==> config.mk <==
export PLATFORM = sky130hd
export DESIGN_NAME = grid_mem_scheduler
export DESIGN_NICKNAME = d
export VERILOG_FILES = /design/src/rtl/grid_mem_scheduler.sv
export SDC_FILE = /design/constraint.sdc
export NUM_CORES = 1
export LEC_CHECK = 0
export ABC_AREA = 0
export CAP_MARGIN = 40
export CELL_PAD_IN_SITES_DETAIL_PLACEMENT = 0
export CELL_PAD_IN_SITES_GLOBAL_PLACEMENT = 1
export CORE_MARGIN = 10
export CORE_UTILIZATION = 29
export DETAILED_ROUTE_END_ITERATION = 16
export DONT_BUFFER_PORTS = 1
export PLACE_DENSITY_LB_ADDON = 0.2
export SLEW_MARGIN = 20
export SYNTH_ARGS = -nofsm -noshare
export SYNTH_HDL_FRONTEND = slang
export SYNTH_SLANG_ARGS = --single-unit
==> constraint.sdc <==
create_clock -name clk -period 3.2 [get_ports clk]
set_clock_uncertainty 0.15 [all_clocks]
set_input_delay 0.8 -clock clk [delete_from_list [all_inputs] [get_ports clk]]
set_output_delay 0.8 -clock clk [all_outputs]
set_load 0.05 [all_outputs]
==> src/rtl/grid_mem_scheduler.sv <==
// Arbiter for the single-port grid memory: VGA reads first, then the clear sweep, then queued SPI updates.
// Latency: read request to rd_valid 3 cycles; an uncontended update reaches mem_we 2 cycles after wr_valid.
// Backpressure: none upstream; a full FIFO (or, with GRID_BOUNDS_CHECK_EN, an out-of-range word) is dropped with a wr_drop pulse.
module grid_mem_scheduler #(
  parameter int                 GRID_X_BITS = 6,
  parameter int                 GRID_Y_BITS = 5,
  parameter int                 COLOR_W     = 8,
  parameter int                 FIFO_DEPTH  = 4,
  parameter logic [COLOR_W-1:0] CLEAR_COLOR = 8'h00
) (
  input  logic                               clk,
  input  logic                               rst_n,
  input  logic                               wr_valid,
  input  logic [23:0]                        wr_data,
  output logic                               wr_drop,
  input  logic                               clear_req,
  output logic                               clear_busy,
  input  logic                               rd_req,
  input  logic [GRID_X_BITS-1:0]             rd_x,
  input  logic [GRID_Y_BITS-1:0]             rd_y,
  output logic                               rd_valid,
  output logic [COLOR_W-1:0]                 rd_color,
  output logic [GRID_X_BITS+GRID_Y_BITS-1:0] mem_addr,
  output logic                               mem_we,
  output logic [COLOR_W-1:0]                 mem_wdata,
  input  logic [COLOR_W-1:0]                 mem_rdata
);

  localparam int ADDR_W = GRID_X_BITS + GRID_Y_BITS;
  localparam int PTR_W  = (FIFO_DEPTH > 1) ? $clog2(FIFO_DEPTH) : 1;
  localparam int CNT_W  = $clog2(FIFO_DEPTH + 1);

  localparam logic [0:0] ST_IDLE  = 1'b0;
  localparam logic [0:0] ST_CLEAR = 1'b1;

  typedef struct packed {
    logic [GRID_X_BITS-1:0] x;
    logic [GRID_Y_BITS-1:0] y;
    logic [COLOR_W-1:0]     color;
  } upd_t;

  logic [0:0]        state_q,     state_d;
  logic [ADDR_W-1:0] clr_cnt_q,   clr_cnt_d;
  logic [PTR_W-1:0]  wr_ptr_q,    wr_ptr_d;
  logic [PTR_W-1:0]  rd_ptr_q,    rd_ptr_d;
  logic [CNT_W-1:0]  cnt_q,       cnt_d;
  upd_t              fifo_q [FIFO_DEPTH];
  upd_t              fifo_d [FIFO_DEPTH];
  logic [ADDR_W-1:0] mem_addr_q,  mem_addr_d;
  logic              mem_we_q,    mem_we_d;
  logic [COLOR_W-1:0] mem_wdata_q, mem_wdata_d;
  logic [1:0]        rd_pipe_q,   rd_pipe_d;
  logic              rd_valid_q,  rd_valid_d;
  logic [COLOR_W-1:0] rd_color_q,  rd_color_d;
  logic              wr_drop_q,   wr_drop_d;

  logic [7:0] wr_x_full;
  logic [7:0] wr_y_full;
  upd_t       wr_upd;
  upd_t       head;
  logic       wr_in_range;
  logic       fifo_nonempty;
  logic       push;
  logic       grant_clr;
  logic       grant_pop;
  logic       unused_wr_bits;

  assign wr_x_full = wr_data[23:16];
  assign wr_y_full = wr_data[15:8];
  assign wr_upd    = {wr_x_full[GRID_X_BITS-1:0], wr_y_full[GRID_Y_BITS-1:0], wr_data[COLOR_W-1:0]};
  // Upper coordinate bits only matter when bounds checking is built in.
  assign unused_wr_bits = ^{wr_x_full, wr_y_full};

`ifdef GRID_BOUNDS_CHECK_EN
  assign wr_in_range = ((wr_x_full >> GRID_X_BITS) == 8'd0) && ((wr_y_full >> GRID_Y_BITS) == 8'd0);
`else
  assign wr_in_range = 1'b1;
`endif

  assign head          = fifo_q[rd_ptr_q];
  assign fifo_nonempty = (cnt_q != '0);
  // Fullness is judged on the pre-pop count, so a full FIFO drops even while it drains.
  assign push          = wr_valid && wr_in_range && (cnt_q < CNT_W'(FIFO_DEPTH));
  assign grant_clr     = !rd_req && (state_q == ST_CLEAR);
  assign grant_pop     = !rd_req && (state_q == ST_IDLE) && fifo_nonempty;

  function automatic logic [PTR_W-1:0] ptr_inc(input logic [PTR_W-1:0] p);
    return (p == PTR_W'(FIFO_DEPTH - 1)) ? '0 : p + PTR_W'(1);
  endfunction

  always_comb begin
    state_d     = state_q;
    clr_cnt_d   = clr_cnt_q;
    wr_ptr_d    = wr_ptr_q;
    rd_ptr_d    = rd_ptr_q;
    cnt_d       = cnt_q;
    fifo_d      = fifo_q;
    mem_addr_d  = mem_addr_q;
    mem_we_d    = 1'b0;
    mem_wdata_d = mem_wdata_q;
    rd_pipe_d   = {rd_pipe_q[0], rd_req};
    rd_valid_d  = rd_pipe_q[1];
    rd_color_d  = rd_pipe_q[1] ? mem_rdata : rd_color_q;
    wr_drop_d   = wr_valid && !push;

    if (rd_req) begin
      mem_addr_d = {rd_x, rd_y};
    end else if (grant_clr) begin
      mem_addr_d  = clr_cnt_q;
      mem_we_d    = 1'b1;
      mem_wdata_d = CLEAR_COLOR;
      clr_cnt_d   = clr_cnt_q + ADDR_W'(1);
      if (clr_cnt_q == '1) begin
        state_d = ST_IDLE;
      end
    end else if (grant_pop) begin
      mem_addr_d  = {head.x, head.y};
      mem_we_d    = 1'b1;
      mem_wdata_d = head.color;
      rd_ptr_d    = ptr_inc(rd_ptr_q);
    end

    if ((state_q == ST_IDLE) && clear_req) begin
      state_d   = ST_CLEAR;
      clr_cnt_d = '0;
    end

    if (push) begin
      fifo_d[wr_ptr_q] = wr_upd;
      wr_ptr_d         = ptr_inc(wr_ptr_q);
    end

    case ({push, grant_pop})
      2'b10:   cnt_d = cnt_q + CNT_W'(1);
      2'b01:   cnt_d = cnt_q - CNT_W'(1);
      default: cnt_d = cnt_q;
    endcase
  end

  always_ff @(posedge clk) begin
    if (!rst_n) begin
      state_q     <= ST_IDLE;
      clr_cnt_q   <= '0;
      wr_ptr_q    <= '0;
      rd_ptr_q    <= '0;
      cnt_q       <= '0;
      mem_addr_q  <= '0;
      mem_we_q    <= 1'b0;
      mem_wdata_q <= '0;
      rd_pipe_q   <= '0;
      rd_valid_q  <= 1'b0;
      rd_color_q  <= '0;
      wr_drop_q   <= 1'b0;
    end else begin
      state_q     <= state_d;
      clr_cnt_q   <= clr_cnt_d;
      wr_ptr_q    <= wr_ptr_d;
      rd_ptr_q    <= rd_ptr_d;
      cnt_q       <= cnt_d;
      mem_addr_q  <= mem_addr_d;
      mem_we_q    <= mem_we_d;
      mem_wdata_q <= mem_wdata_d;
      rd_pipe_q   <= rd_pipe_d;
      rd_valid_q  <= rd_valid_d;
      rd_color_q  <= rd_color_d;
      wr_drop_q   <= wr_drop_d;
    end
  end

  // Entry contents are don't-care while the count says empty, so storage skips reset.
  always_ff @(posedge clk) begin
    fifo_q <= fifo_d;
  end

  assign mem_addr   = mem_addr_q;
  assign mem_we     = mem_we_q;
  assign mem_wdata  = mem_wdata_q;
  assign rd_valid   = rd_valid_q;
  assign rd_color   = rd_color_q;
  assign wr_drop    = wr_drop_q;
  assign clear_busy = (state_q == ST_CLEAR);

endmodule
==> impl_metrics.py <==
metrics = {
    "status": {
        "status": "finished, final reports clean",
    },
    "drt": {
        "ant_nets": 0,
        "drt-pass1-iter-count": 4,
        "routedWlPerCell_um": 18.53,
        "vias": 2916,
        "drc": 0,
        "wl_met2_mm": 5.502,
        "top_layer": "met4",
        "met3WireLength_um": 868,
        "dr.first_iter.drc_count": 217,
        "routed_wl_mm": 11.51,
        "wl_met1_mm": 4.950,
        "vias_per_cell": 4.696,
    },
    "power": {
        "peakVddDrop_uv": 358.6,
        "p_leak_nw": 1.965,
        "cellPowerDensity_nw_per_um2": 806.1,
    },
    "setup_path": {
        "cp_max_fo": 5,
        "cp_data_required_time_ns": 3.39,
        "crit_type": "reg2reg",
        "end_kind": "flop",
        "worstSetupStartpointType": "flop",
        "worstPathArrival_ns": 2.39,
    },
    "die": {
        "die_area_sq_um": 23080,
        "design.core.area_sq_um": 17180,
        "io_pins": 79,
        "die_h_um": 151.9,
        "initial_core_util": 0.2938,
        "dieWidth_um": 151.9,
        "rows": 48,
    },
    "clock_network": {
        "post_cts_buffers": 0,
        "root_buffer": "clkbuf_16",
        "cts_sinks": 127,
        "cts_tree": "built",
        "cts.path.max_buffers": 2,
        "cts-resized-gates": 0,
        "cts_buffers": 17,
        "h-tree-depth": 4,
        "clk_latency_ns": 0.41,
        "cts_hold_buf": 0,
        "clk_pin_slew_ns": 0.06,
    },
    "yosys": {
        "ys_ff_latch": 127,
        "syn_area_sq_um": 5046,
        "syn_nets": 430,
        "netlist.area_leader.share": 0.4523,
        "netlist_top_cells_area": "edfxtp_1 (45%), dfxtp_1 (20%), mux4_2 (8.5%)",
        "ys_warn_count": 0,
        "synth_ff_type": "edfxtp_1",
        "synth_cells": 374,
        "ys_seq_area_frac": 0.6546,
        "synth_area_leader_cell": "edfxtp_1",
        "ys_async_sr_fraction": 0,
        "yosysMostFrequentCell": "edfxtp_1",
        "synth_commonest_cells": "edfxtp_1 (76), dfxtp_1 (51), nand3_1 (26)",
        "synth_edf_count": 76,
        "synth_cell_type_count": 37,
        "syn_area_per_cell_sq_um": 13.49,
    },
    "global_routing": {
        "grt_antenna_before_repair": 0,
        "grt_use_total": 0.1009,
        "grt_pass1_wl_mm": 17.91,
        "grt_pass1_vias": 3019,
        "grt_overflow": 0,
        "grt_max_degree": 58,
    },
    "finish": {
        "drive_above_1_share": 0.1692,
        "syn2layout_area_growth_pct": 17.51,
        "n_antenna_cell": 0,
        "fin_cells": 621,
        "nNetsFinal": 439,
        "stdcell_area_sq_um": 5929,
        "nFillCells": 1693,
        "final_util": 0.3452,
    },
    "sta": {
        "tns_ns": 0,
        "finalSetupViolCount": 0,
        "finalMaxSlewViolations": 0,
        "fmax_mhz": 455.4,
        "tightest_slew_ns": 0.6152,
        "final_hold_viol_count": 0,
        "min_period_ns": 2.196,
        "rsz0062_at_grt": "no",
        "post-route-period-util": 0.6862,
        "maxSlewHeadroom": 0.5893,
    },
    "placed_design": {
        "place_inst": 589,
        "place.port_buffers": 0,
        "gp_congestion": 0.7198,
        "place_hpwl_mm": 7.639,
        "place_area_sq_um": 5318,
    },
    "flow_run": {
        "max_cap_violations": 0,
    },
    "worst_hold_path": {
        "hold_class": "reg2reg",
    },
}
-- critical path: stages, from the launching register on --
cell and delay [ns]:
dfxtp_1 0.39, nor3_2 0.07, nor3_1 0.23, ha_1 0.24, inv_1 0.06, fa_1 0.37
xor2_1 0.16, or3_1 0.30, a21boi_0 0.16
-- placed cells by master, fill, tap and decap left out, types with 2 or more instances in the layout --
master / n
edfxtp_1: 76
dfxtp_1: 51
nand3_1: 26
o21ai_0: 25
nor2_1: 25
a21oi_1: 22
nand2_1: 20
mux4_2: 19
clkbuf_16: 17
buf_4: 13
nor2b_1: 11
and2_1: 11
mux2i_1: 11
nand4_1: 9
xor2_1: 8
inv_1: 7
ha_1: 7
clkinvlp_4: 4
clkinv_4: 4
xnor2_1: 3
bufinv_16: 3
inv_6: 3
nor3_1: 2
a21boi_0: 2
-- kinds of logic (layout without fill, tap and decap cells) --
logic type,count (synthesis),count (layout),share of synthesized area
buffers and inverters,31,53,0.02827
DFF,127,127,0.6546
AOI/OAI and AO/OA,53,53,0.05480
and+or+nand+nor,114,114,0.1153
xor gates and xnor gates,11,11,0.01909
muxes,30,30,0.1066
adders and majority gates,8,8,0.02132
-- state kept, by name, indices dropped and copies added, names as in the netlist --
signal and cells:
clear_busy 1, clr_cnt_q 11, cnt_q 3, fifo_q 76, mem_addr 11, mem_wdata 8, mem_we 1, rd_color 8
rd_pipe_q 2, rd_ptr_q 2, rd_valid 1, wr_drop 1, wr_ptr_q 2
-- metrics by stage --
step	power, mW	hold slack (ns)	worst slack [ns]
5_1_grt	5.006	0.3010	0.8916
6_report	4.780	0.2815	1.004
2_1_floorplan	2.644	0.2619	0.4103
3_5_place_dp	2.848	0.2776	0.6198
3_3_place_gp	2.844	0.2758	0.6578
4_1_cts	4.856	0.2866	1.022
-- layer usage --
layer  vias to the layer above  track usage
met5                         -            0
met1                      1435       0.1165
met3                        15      0.04375
met4                         0      0.04677
met2                        74       0.1584
li1                       1392            -
-- cell type report --
class	count	area, sq um	share of cell area
clock inverters	15	186.4	0.03144
repair buffers	13	97.59	0.01646
well taps	225	281.5	0.04748
inverters	8	30.03	0.005064
flip-flops and latches	127	3303	0.5571
multi-input cells	216	1605	0.2707
clock buffers	17	425.4	0.07175
-- final timing paths --
path / from / slack, ns / depth (start not counted) / endpoint
worst max-delay path: cnt_q[2] / 1.00 / 8 / cnt_q[2]
worst max register to register: cnt_q[2] / 1.00 / 8 / cnt_q[2]
worst min-delay path: rd_pipe_q[0] / 0.28 / 1 / rd_pipe_q[1]
worst min register to register: rd_pipe_q[0] / 0.28 / 1 / rd_pipe_q[1]
-- report_power, final --
group | switching [mW] | leakage, nW | internal (mW)
Sequential | 0.290 | 1.11 | 1.90
Combinational | 0.344 | 0.565 | 0.262
Clock | 0.751 | 0.286 | 1.23
No activity file was read; power rests on OpenSTA's default activity.
